## src/rtl/muller_hs_pkg.sv

```systemverilog
// Shared types and defaults for the 4-phase bundled-data initiator.
// Holds the FSM state encoding and the parameter defaults.
package muller_hs_pkg;

    typedef enum logic [2:0] {
        IDLE,
        SETUP,
        REQ_HI,
        REQ_LO,
        ERR
    } hs_state_t;

    localparam int DEF_DATA_W      = 4;
    localparam int DEF_SYNC_STAGES = 2;
    localparam int DEF_TIMEOUT     = 255;
    localparam int XFER_CNT_W      = 16;
    localparam int TIMER_W         = 8;

endpackage

```

## src/rtl/muller_hs_initiator_hs_sync.sv

```systemverilog
// Multi-flop synchronizer for a single asynchronous bit.
// Ports: clock, rst_n (async, active-low), d (async in), q (synced out).
module hs_sync #(
    parameter int STAGES = 2
) (
    input  logic clock,
    input  logic rst_n,
    input  logic d,
    output logic q
);

    logic [STAGES-1:0] chain;

    always_ff @(posedge clock or negedge rst_n) begin
        if (!rst_n) begin
            chain <= '0;
        end else begin
            chain <= {chain[STAGES-2:0], d};
        end
    end

    assign q = chain[STAGES-1];

endmodule

```

## src/rtl/muller_hs_initiator.sv

```systemverilog
// 4-phase return-to-zero bundled-data initiator toward a C-element stage.
// Ports: clock, rst_n; in_valid/in_ready/in_data upstream; hs_req/hs_data/hs_ack
// handshake; clr_err; done pulse, sticky timeout_err, wrapping xfer_count.
module muller_hs_initiator
    import muller_hs_pkg::*;
#(
    parameter int DATA_W      = DEF_DATA_W,
    parameter int SYNC_STAGES = DEF_SYNC_STAGES,
    parameter int TIMEOUT     = DEF_TIMEOUT
) (
    input  logic                  clock,
    input  logic                  rst_n,
    input  logic                  in_valid,
    output logic                  in_ready,
    input  logic [DATA_W-1:0]     in_data,
    output logic                  hs_req,
    output logic [DATA_W-1:0]     hs_data,
    input  logic                  hs_ack,
    input  logic                  clr_err,
    output logic                  done,
    output logic                  timeout_err,
    output logic [XFER_CNT_W-1:0] xfer_count
);

    localparam logic [TIMER_W-1:0] TO_CNT = TIMER_W'(TIMEOUT);

    hs_state_t               state;
    logic                    ack_s;
    logic [TIMER_W-1:0]      timer;
    logic [TIMER_W-1:0]      timer_inc;
    logic                    phase_to;
    logic [XFER_CNT_W-1:0]   cnt_q;

    hs_sync #(
        .STAGES(SYNC_STAGES)
    ) u_ack_sync (
        .clock(clock),
        .rst_n(rst_n),
        .d    (hs_ack),
        .q    (ack_s)
    );

    // Timer counts cycles spent in the current wait phase; the phase
    // expires on the cycle that would bring it to TIMEOUT.
    assign timer_inc  = timer + TIMER_W'(1);
    assign phase_to   = (timer_inc == TO_CNT);
    assign xfer_count = cnt_q;

    always_ff @(posedge clock or negedge rst_n) begin
        if (!rst_n) begin
            state       <= IDLE;
            in_ready    <= 1'b0;
            hs_req      <= 1'b0;
            hs_data     <= '0;
            done        <= 1'b0;
            timeout_err <= 1'b0;
            cnt_q       <= '0;
            timer       <= '0;
        end else begin
            done <= 1'b0;
            // A timeout below overrides this clear in the same cycle.
            if (clr_err) begin
                timeout_err <= 1'b0;
            end
            case (state)
                IDLE: begin
                    if (in_valid && in_ready) begin
                        hs_data  <= in_data;
                        in_ready <= 1'b0;
                        timer    <= '0;
                        state    <= SETUP;
                    end else begin
                        in_ready <= 1'b1;
                    end
                end
                SETUP: begin
                    hs_req <= 1'b1;
                    timer  <= '0;
                    state  <= REQ_HI;
                end
                REQ_HI: begin
                    if (ack_s) begin
                        hs_req <= 1'b0;
                        timer  <= '0;
                        state  <= REQ_LO;
                    end else if (phase_to) begin
                        timeout_err <= 1'b1;
                        hs_req      <= 1'b0;
                        timer       <= '0;
                        state       <= ERR;
                    end else begin
                        timer <= timer_inc;
                    end
                end
                REQ_LO: begin
                    if (!ack_s) begin
                        done     <= 1'b1;
                        cnt_q    <= cnt_q + XFER_CNT_W'(1);
                        in_ready <= 1'b1;
                        timer    <= '0;
                        state    <= IDLE;
                    end else if (phase_to) begin
                        timeout_err <= 1'b1;
                        timer       <= '0;
                        state       <= ERR;
                    end else begin
                        timer <= timer_inc;
                    end
                end
                ERR: begin
                    // Wait for the stage to return to zero before reuse.
                    hs_req <= 1'b0;
                    if (!ack_s) begin
                        in_ready <= 1'b1;
                        timer    <= '0;
                        state    <= IDLE;
                    end
                end
                default: begin
                    hs_req   <= 1'b0;
                    in_ready <= 1'b0;
                    timer    <= '0;
                    state    <= IDLE;
                end
            endcase
        end
    end

endmodule
```

## config.mk

```make
export PLATFORM = sky130hd
export DESIGN_NAME = muller_hs_initiator
export DESIGN_NICKNAME = d
export VERILOG_FILES = /design/src/rtl/muller_hs_pkg.sv /design/src/rtl/muller_hs_initiator_hs_sync.sv /design/src/rtl/muller_hs_initiator.sv
export SDC_FILE = /design/constraint.sdc
export NUM_CORES = 1
export LEC_CHECK = 0
export CORE_ASPECT_RATIO = 1.5
export CORE_MARGIN = 3
export CORE_UTILIZATION = 48
export DETAILED_ROUTE_END_ITERATION = 7
export PLACE_DENSITY = 0.84
export SYNTH_ARGS = -nofsm -noshare
export SYNTH_HDL_FRONTEND = slang
export SYNTH_SLANG_ARGS = --single-unit
```

## constraint.sdc

```tcl
create_clock -name clock -period 3.2 [get_ports clock]
set_input_delay 0.64 -clock clock [delete_from_list [all_inputs] [get_ports clock]]
set_output_delay 0.64 -clock clock [all_outputs]
set_load 0.005 [all_outputs]
```

* Word-level counts from Yosys, hierarchy flattened
Cells that the tools add are included.
Storage, ports and cells: bits in registers 37, word-level logic and storage cells 58
Operators by class: add/sub/neg operators 2, eq/ne operators 9, muxes and demuxes 25, bitwise logic cells 3, reductions and logical operators 10
Operators by type and width (count):
- 2-to-1 mux 8 bit | 5
- case mux 8 bit (4 select lines) | 1
- adder 16 x 1 -> 16 bit, second input constant | 1
- 2-to-1 mux 3 bit | 5
- case mux 3 bit (5 select lines) | 1
- 2-to-1 mux 1 bit | 10
- AND reduction 2 bit | 5
- adder 8 x 1 -> 8 bit, second input constant | 1
- == test 8 bit, second input constant | 1
- == test 3 x 2 -> 1 bit, second input constant | 2
- != test 2 bit, second input constant | 3
- case mux 1 bit (3 select lines) | 2
- OR reduction 2 bit | 3
- == test 3 x 1 -> 1 bit, second input constant | 1
- == test 3 bit, second input constant | 1
- zero test 3 bit | 1
- != test 3 x 2 -> 1 bit, second input constant | 1
- inverter 1 bit | 3
- case mux 1 bit (2 select lines) | 1
- logical AND 1 bit | 1

* Logic depth before layout (Yosys ltp)
Gate-level depths: netlist of run 1.
depth after elaboration 5, mapped depth 8, mapped depth without buffers 7

* Hierarchy
A second synthesis of run 1 with hierarchy kept.
Unflattened totals: cells, all modules 170, area total of the unflattened synthesis 1794.2 µm²
Modules (own cells, without submodules):
- muller_hs_initiator | instances 1, cells each 168, area each 1744.2 µm²
- hs_sync | instances 1, cells each 2, area each 50.0 µm²

* Worst setup path after synthesis of run 1
OpenSTA, ideal clock, no wires.
path type flip-flop to flip-flop, from reg timer[0], to reg timer[7], setup time 0.128 ns, data arrival time 1.660 ns, required time 3.072 ns, slack 1.412 ns, stages on the path, launching flop included 9, path buffers 2, period minus slack after synthesis 1.788 ns, path through dfrtp_1 -> ha_1 -> and3_1 -> clkbuf_1 -> mux2i_1 -> o221ai_2 -> buf_6 -> a31oi_1 -> o22ai_1
On the way: word-level cells in the longest chain between the ends 5, elaborated cells between the ends (all ways) 6
Ends and longest elaborated chain:
- start: declaration | RTL line muller_hs_initiator.sv:29 | logic [TIMER_W-1:0] timer;
- start signal: assignment | RTL line muller_hs_initiator.sv:92 | timer <= timer_inc;
- start signal: assignment | RTL line muller_hs_initiator.sv:107 | timer <= timer_inc;
- adder 8 x 1 -> 8 bit (*) | RTL line muller_hs_initiator.sv:45 | assign timer_inc = timer + TIMER_W'(1);
- == test 8 bit | RTL line muller_hs_initiator.sv:46 | assign phase_to = (timer_inc == TO_CNT);
- 2-to-1 mux 8 bit (*) | RTL line muller_hs_initiator.sv:86, muller_hs_initiator.sv:102
- 2-to-1 mux 8 bit, on equally long branches | RTL line muller_hs_initiator.sv:96, muller_hs_initiator.sv:82
- case mux 8 bit (4 select lines) (*) | RTL line muller_hs_initiator.sv:65 | case (state)
Mark *: on every way between the ends. The rest lies on a longest branch, timed or not. A chain may end at the register's enable or synchronous reset.

* Worst setup path in the final report of run 1
from reg timer[0], to reg state[0]
On the way: word-level cells in the longest chain between the ends 5, elaborated cells between the ends (all ways) 6
Ends and longest elaborated chain:
- adder 8 x 1 -> 8 bit (*) | RTL line muller_hs_initiator.sv:45
- == test 8 bit (*) | RTL line muller_hs_initiator.sv:46
- 2-to-1 mux 3 bit (*)
- 2-to-1 mux 3 bit, on equally long branches
- case mux 3 bit (5 select lines) (*)
- end signal: assignment | RTL line muller_hs_initiator.sv:51 | state <= IDLE;
- end signal: assignment | RTL line muller_hs_initiator.sv:71 | state <= SETUP;
- end signal: assignment | RTL line muller_hs_initiator.sv:79 | state <= REQ_HI;
- end: declaration | RTL line muller_hs_initiator.sv:27 | hs_state_t state;
Marked as above.

==> flow_metrics.env, run 1 <==
export IMPL_die_w_um=55.9
export IMPL_holdBufCountCts=0
export IMPL_setup_viol=0
export IMPL_ys_seq_area_share_pct=51.6
export IMPL_layout_drive_gt1_share_pct=9.76
export IMPL_clk_latency_ns=0.29
export IMPL_n_fill_cell=286
export IMPL_maxCapViolations=0
export IMPL_crit_buf_inv=1
export IMPL_max_stage_delay_ns=0.56
export IMPL_row_count=26
export IMPL_maxSlewHeadroom_pct=55.3
export IMPL_grt_pass1_vias=1332
export IMPL_critPathKind="flip-flop to flip-flop"
export IMPL_cts_repair_resized=0
export IMPL_start_util_pct=51.1
export IMPL_worstPathMaxFanout=15
export IMPL_p_seq_share_pct=42.9
export IMPL_arrival_ns=2.17
export IMPL_status="finished, final reports clean"
export IMPL_antenna_left=0
export IMPL_yosysMostFrequentCell="dfrtp_1"
export IMPL_worstPathRequired_ns=3.38
export IMPL_syn_area_um2=1790
export IMPL_critPathTopFamily="compound AO/OA/AOI/OAI gates"
export IMPL_drt_iter0_markers=37
export IMPL_internal_power_uw=1100
export IMPL_cp_slowest_cell="o221ai_2"
export IMPL_fin_crit_sh_pct=62.1
export IMPL_rsz0062_at_grt="no"
export IMPL_ys_warn_count=0
export IMPL_final_nets=216
export IMPL_comb_power_share_pct=30.3
export IMPL_drt_wl_total_um=3550
export IMPL_avgSynthCellArea_um2=10.5
export IMPL_dr_total_vias=1400
export IMPL_dieHeight_um=80.9
export IMPL_multi_input_area_um2=785
export IMPL_cp_start_kind="flip-flop"
export IMPL_setup_tns_ns=0
export IMPL_crit_chain="ha_1 > inv_1 > nor3_1 > o221ai_2 > a21oi_1 > nor4_1"
export IMPL_cellPowerDensity_nw_per_um2=707
export IMPL_antenna_cells=0
export IMPL_syn_inst=171
export IMPL_drt_pre_antenna_iters=4
export IMPL_total_power_uw=1600
export IMPL_syn_nets=183
export IMPL_hold_class="flip-flop to flip-flop"
export IMPL_synth_top_cell_by_area="dfrtp_1"
export IMPL_io_buffers=32
export IMPL_clkTransAtPathRegs_ns=0.08
export IMPL_worst_pin_slew_ns=0.670
export IMPL_synthTopCellsByCount="37 x dfrtp_1, 14 x nand2_1, 12 x xnor2_1"
export IMPL_hold_violations=0
export IMPL_htreeDepth=2
export IMPL_place_hpwl_um=2530
export IMPL_grt_overflow_total=0
export IMPL_grt_max_degree=38
export IMPL_p_switching_uw=499
export IMPL_cts_root_buf="clkbuf_8"
export IMPL_post_cts_buffers=0
export IMPL_yosys_most_used_dff="dfrtp_1"
export IMPL_ys_types=42
export IMPL_vias_per_cell=5.67
export IMPL_synth_edf_count=0
export IMPL_design_die_area_um2=4520
export IMPL_gp_congestion=0.842
export IMPL_pin_count=33
export IMPL_cts_sinks=37
export IMPL_maxSlewViolCount=0
export IMPL_antenna_found_initial=0
export IMPL_synth_seq_cells=37
export IMPL_period_minus_slack_ns=1.99
export IMPL_grt_pass1_wl_um=6270
export IMPL_peakVddDrop_mv=0.453
export IMPL_max_freq_ghz=0.503
export IMPL_power_share_switching_pct=31.2
export IMPL_core_um2=3510
export IMPL_clockBufferDepth=2
export IMPL_p_clk_share_pct=26.8
export IMPL_synth_area_leaders="dfrtp_1 52%, xnor2_1 5.9%, mux2_2 3.1%"
export IMPL_cts_buffers_inserted=5
export IMPL_grt_usage_pct=17.8
export IMPL_wl_per_cell_um=14.4
export IMPL_synth_top_area_share_pct=51.6
export IMPL_final_seq_area_um2=926
export IMPL_finClkSkew_ns=0.00832
export IMPL_synthArstFlopShare_pct=100
export IMPL_cts_tree="yes"
export IMPL_leakage_uw=0.000953
export IMPL_worstSetupEndpointType="flip-flop"
export IMPL_route_detailed_drc=0
export IMPL_area_growth_pct=25.9
cells in the final DEF, fill, tap and decap left out, types with 5 or more instances in the layout:
cell type | synthesis | layout
a21oi_1 | 5 | 5
a31oi_1 | 7 | 7
clkbuf_8 | 0 | 6
clkdlybuf4s50_1 | 0 | 32
dfrtp_1 | 37 | 37
inv_1 | 9 | 9
mux2_2 | 5 | 5
nand2_1 | 14 | 14
nand3_1 | 10 | 10
nand4_1 | 6 | 6
nor2_1 | 7 | 7
xnor2_1 | 12 | 12
stage by stage:
step / hold slack (ns) / cell area (µm²) / setup WS [ns] / instances / util (%)
after floorplan: 0.331 / 1790 / 1.41 / 171 / -
after global placement: 0.335 / 2140 / 1.26 / 239 / 60.9
after detailed placement: 0.339 / 2140 / 1.27 / 239 / 60.9
after CTS: 0.356 / 2260 / 1.25 / 247 / 64.3
after global routing: 0.361 / 2260 / 0.985 / 247 / 64.3
final: 0.353 / 2260 / 1.21 / 247 / 64.3
state kept, by name, summed over array words and instances (netlist names):
| signal | count |
|---|---|
| timeout_err | 1 |
| done | 1 |
| timer | 8 |
| hs_data | 4 |
| xfer_count | 16 |
| in_ready | 1 |
| u_ack_sync.chain | 2 |
| state | 3 |
| hs_req | 1 |
layout make-up:
| type | instances | share of cell area [%] |
|---|---|---|
| tap | 42 | 2.33 |
| timing repair buffer | 35 | 15.2 |
| clock buffer | 6 | 3.65 |
| multi-input combinational | 116 | 34.7 |
| sequential | 37 | 41.0 |
| inverter | 9 | 1.50 |
| clock inverter | 2 | 1.66 |
power by group through the flow:
stage / Sequential, µW / Clock, µW / Combinational, µW
finish: 685 / 428 / 485
global route: 707 / 458 / 549
CTS: 683 / 436 / 492
detailed placement: 693 / 0 / 491
global placement: 689 / 0 / 479
floorplan: 656 / 0 / 302
worst paths after layout:
kind,startpoint,end,slack (ns),cells after the start
setup reg to reg,timer[0],state[0],1.21,6
hold reg to reg,u_ack_sync.chain[0],u_ack_sync.chain[1],0.35,0
setup / recovery,timer[0],state[0],1.21,6
hold / removal,u_ack_sync.chain[0],u_ack_sync.chain[1],0.35,0
max in group asynchronous,rst_n,hs_data[0],2.11,2
min in group asynchronous,rst_n,xfer_count[4],0.75,2
metal layers:
layer / up-vias / track usage [%] / share of wire (%)
met5: - / 0 / 0
met4: 0 / 7.60 / 1.5
met3: 6 / 4.93 / 5.0
met2: 44 / 30.5 / 52
met1: 683 / 20.9 / 41
li1: 667 / - / -
cell families (layout without fill, tap and decap cells):
family,after synthesis,in the layout,synth area share (%)
mux,7,7,4.25
compound gates,27,27,10.0
flops,37,37,51.6
buf+inv,18,52,4.67
xor+xnor,16,16,7.81
simple gates,63,63,19.5
fa+ha+maj,3,3,2.09
(Power assumes the default switching activity.)
==> run 2: changes to the inputs <==
clock period = 2 ns   (was 3.2 ns; I/O delays follow)
==> flow_metrics.env, run 2 (same netlist as run 1, synthesis figures left out) <==
export IMPL_status="finished, final reports clean"
export IMPL_final_nets=223
export IMPL_grt_pass1_wl_um=6200
export IMPL_grt_overflow_total=0
export IMPL_reg2reg_depth=6
export IMPL_crit_chain="nand3_2 > nor3_1 > o221ai_4 > buf_4 > nand2b_1 > a221oi_1"
export IMPL_clockBufferDepth=2
export IMPL_hold_class="flip-flop to flip-flop"
export IMPL_maxSlewViolCount=0
export IMPL_finClkSkew_ns=0.00609
export IMPL_layout_drive_gt1_share_pct=14.2
export IMPL_final_common_cell="dfrtp_1"
export IMPL_worst_pin_slew_ns=0.663
export IMPL_area_growth_pct=28.9
export IMPL_drt_wl_total_um=3620
export IMPL_whs_ns=0.349
export IMPL_arrival_ns=2.07
export IMPL_peakVddDrop_mv=0.732
export IMPL_core_um2=3510
export IMPL_antenna_cells=0
export IMPL_cts_root_buf="clkbuf_8"
export IMPL_cts_sinks=37
export IMPL_clk_latency_ns=0.29
export IMPL_drt_iter0_markers=30
export IMPL_cts_buffers_inserted=5
export IMPL_max_stage_delay_ns=0.58
export IMPL_setup_tns_ns=0
export IMPL_cp_slowest_cell="nor3_1"
export IMPL_holdBufCountCts=0
export IMPL_fin_crit_sh_pct=95.3
export IMPL_wl_per_cell_um=14.3
export IMPL_io_buffers=32
export IMPL_largest_reg_flops=16
export IMPL_cp_startpoint="timer[2]"
export IMPL_grt_pass1_vias=1436
export IMPL_setup_slack_ns=0.0940
export IMPL_maxCapViolations=0
export IMPL_r2r_start="timer[2]"
export IMPL_cp_start_kind="flip-flop"
export IMPL_antenna_left=0
export IMPL_drt_pre_antenna_iters=5
export IMPL_antenna_found_initial=0
export IMPL_row_count=26
export IMPL_dr_total_vias=1431
export IMPL_route_detailed_drc=0
export IMPL_clkTransAtPathRegs_ns=0.07
export IMPL_design_die_area_um2=4520
export IMPL_total_power_uw=2410
export IMPL_max_freq_ghz=0.525
export IMPL_vias_per_cell=5.63
export IMPL_setup_viol=0
export IMPL_cts_tree="yes"
export IMPL_grt_usage_pct=17.5
export IMPL_hold_violations=0
export IMPL_maxSlewHeadroom_pct=55.5
export IMPL_holdPathStages=0
export IMPL_layout_common_cells="36 x dfrtp_1, 32 x clkdlybuf4s50_1, 14 x nand2_1"
export IMPL_start_util_pct=51.1
export IMPL_dp_slack_ns=0.0791
export IMPL_worstPathMaxFanout=8
export IMPL_worstPathRequired_ns=2.16
export IMPL_critPathKind="flip-flop to flip-flop"
export IMPL_htreeDepth=2
export IMPL_cellPowerDensity_nw_per_um2=1040
export IMPL_pin_count=33
export IMPL_gp_congestion=0.821
export IMPL_dieHeight_um=80.9
export IMPL_grt_max_degree=38
export IMPL_die_w_um=55.9
export IMPL_worstHoldStart="u_ack_sync.chain[0]"
export IMPL_period_minus_slack_ns=1.91
export IMPL_leakage_uw=0.000988
export IMPL_worstSetupEndpointType="flip-flop"
export IMPL_place_hpwl_um=2500
-- run 2: stage by stage --
step	util (%)	cells	cell area [µm²]
after floorplan	-	171	1790
after CTS	64.3	252	2260
after global routing	65.8	254	2310
after global placement	62.0	244	2180
after detailed placement	62.0	244	2180
final	65.8	254	2310
-- run 2: power breakdown --
group	internal (µW)	leakage (µW)	switching, µW
logic	482	0.000462	382
clock network	241	0.0000450	255
registers	908	0.000481	145
-- run 2: final cells by class --
type / count / area [µm²]
fill: 275 / 1200
multi-input combinational: 117 / 830
timing repair buffer: 41 / 388
tap: 42 / 52.6
sequential: 37 / 927
clock buffer: 6 / 72.6
inverter: 9 / 33.8
clock inverter: 2 / 10.0
-- run 2: critical path, delay by kind of cell (launching register included) --
family / cells / cell delay [ns]
DFF: 1 / 0.45
and+or+nand+nor: 3 / 0.80
buffers and inverters: 1 / 0.20
AOI/OAI and AO/OA: 2 / 0.33
-- run 2: final timing paths --
check | end | slack, ns
min in group asynchronous | timer[2] | 0.53
max in group asynchronous | timer[0] | 1.13
min reg2reg | u_ack_sync.chain[1] | 0.35
max | hs_req | 0.09
min | u_ack_sync.chain[1] | 0.35
max reg2reg | hs_req | 0.09
-- run 2: per-layer routing --
layer	part of all wire (%)	vias up	track usage, %
met4	1.7	0	8.31
met1	39	692	18.4
met2	54	45	32.2
met5	0	-	0
li1	-	687	-
met3	5.3	7	4.93
-- run 2: what timing repair did --
action                                  4_1_cts  5_1_grt
gates resized for setup                       0        6
endpoints found under the setup margin        0       12
setup buffers                                 0        1
==> edit (flow settings as in run 1) <==
Set the package constant `DEF_DATA_W` to 6 (it was 4).
--- a/src/rtl/muller_hs_pkg.sv
+++ b/src/rtl/muller_hs_pkg.sv
@@ -10,7 +10,7 @@
         ERR
     } hs_state_t;
 
-    localparam int DEF_DATA_W      = 4;
+    localparam int DEF_DATA_W      = 6;
     localparam int DEF_SYNC_STAGES = 2;
     localparam int DEF_TIMEOUT     = 255;
     localparam int XFER_CNT_W      = 16;
Interface: changed (resized hs_data and in_data); port bits go from 33 to 37. The function was not compared with the original's and may differ.
==> edit against run 1 <==
Maximum frequency decreased by 16%. Via count decreased by 0.79%. First-iteration DRC count decreased by 5.4%. Clock power decreased by 1%. Global-route usage increased by 0.73 points. Cell area increased by 4.4%. Sequential cell count increased by 2. Wire length increased by 9.1%. Core utilization increased by 2.2 points. Sequential share of layout area increased by 0.38 points. Synthesized area increased by 2.4%. Setup slack got worse by 390 ps. Critical path type unchanged. Power increased by 3.0%.
==> edit: results (changes against run 1) <==
| Metric | Value |
|---|---|
| Power per cell area | 698 nW/um2 (was 707 nW/um2) |
| Crit path from | timer[1] (was timer[0]) |
| Placed Area | 2240 um2 (was 2140 um2) |
| Sequential share of the synthesized area | 53.1% (was 51.6%) |
| Net Count, Synth | 173 (was 183) |
| Fillers | 266 (was 286) |
| Yosys cell types | 38 (was 42) |
| Wire per inst | 15.9 um (was 14.4 um) |
| Pleak | 0.00100 uW (was 0.000953 uW) |
| WP data arrival | 2560 ps (was 2170 ps) |
| Vias in the first global route | 1452 (was 1332) |
| CTS Buffer Depth | 2 (unchanged) |
| Initial DRC count | 35 (was 37) |
| Total track usage | 18.5% (was 17.8%) |
| CP max FO | 6 (was 15) |
| Slew @ Worst Pin | 851 ps (was 670 ps) |
| Share of cells above drive strength 1 | 13.4% (was 9.76%) |
| Status | completed (unchanged) |
| Commonest cells post-synth | 39 x dfrtp_1, 13 x xnor2_1, 12 x nand2_1 (was 37 x dfrtp_1, 14 x nand2_1, 12 x xnor2_1) |
| First-pass GRT wire length | 6640 um (was 6270 um) |
| Layout Cells excl Fill | 243 (was 247) |
| Hpwl dp | 2790 um (was 2530 um) |
| Area contributors post-synth | dfrtp_1 53%, xnor2_1 6.2%, mux2_2 4.9%, nand2_1 2.5%, xor2_1 2.4% (was dfrtp_1 52%, xnor2_1 5.9%, mux2_2 3.1%, nand2_1 2.9%, nand3_1 2.8%) |
| Setup bufs post-CTS | 0 (unchanged) |
| DP Worst Slack | 870 ps (was 1270 ps) |
| Mapped Cells | 159 (was 171) |
| Via Count | 1389 (was 1400) |
| IO Port Bufs | 36 (was 32) |
| Layout Nets | 214 (was 216) |
| Clk Latency, worst-skew pair | 290 ps (about the same) |
| Clock skew | 8.21 ps (was 8.32 ps) |
[edit: cell count changes after synthesis, sizes merged, moves of 3 or more]
cell     change
a31oi        -7
nand2b       +3
nand3        -4
buf          -4
inv          -6
and4         +3
nand2        -3
nor2         -4
mux2         +3
a221o        +3
a2111oi      +4
[edit: kinds of logic (layout without fill, tap and decap cells)]
logic type / count (synthesis) / in the layout / synth area share [%]
adders and majority gates: 3 / 3 / 2.04
DFF: 39 / 39 / 53.1
and+or+nand+nor: 56 / 56 / 17.8
xor gates and xnor gates: 18 / 18 / 8.58
AOI/OAI and AO/OA: 28 / 28 / 11.9
muxes: 8 / 8 / 4.90
buffers and inverters: 7 / 49 / 1.57
[edit: worst paths after layout]
check                                       to  slack, ps
setup / recovery                      timer[4]        820
hold / removal             u_ack_sync.chain[1]        360
setup reg to reg                      timer[4]        820
hold reg to reg            u_ack_sync.chain[1]        360
max in group asynchronous  u_ack_sync.chain[1]       2210
min in group asynchronous       xfer_count[10]        450
[edit: area by class of cell]
cell class | instances | area share (%)
repair buffers | 38 | 15.7
clock buffers | 6 | 3.50
inverters | 3 | 0.477
well taps | 42 | 2.23
multi-input cells | 113 | 35.3
flip-flops and latches | 39 | 41.4
clock inverters | 2 | 1.48
[edit: critical path: stages, from the launching register on]
cell,delay [ps]
dfrtp_1,410
ha_1,250
nand3_1,170
or3_4,380
a2111oi_4,500
a2111oi_0,240
a221o_1,320
[edit: layer usage]
layer	part of all wire, %	GRT usage (%)	vias up
li1	-	-	657
met1	39	18.7	690
met2	55	36.2	37
met3	4.9	4.56	5
met5	0	0	-
met4	1.3	6.41	0
[edit: power by group]
part	total (uW)	switching (uW)	internal, uW
logic	508	202	306
registers	716	113	602
clock network	423	171	252
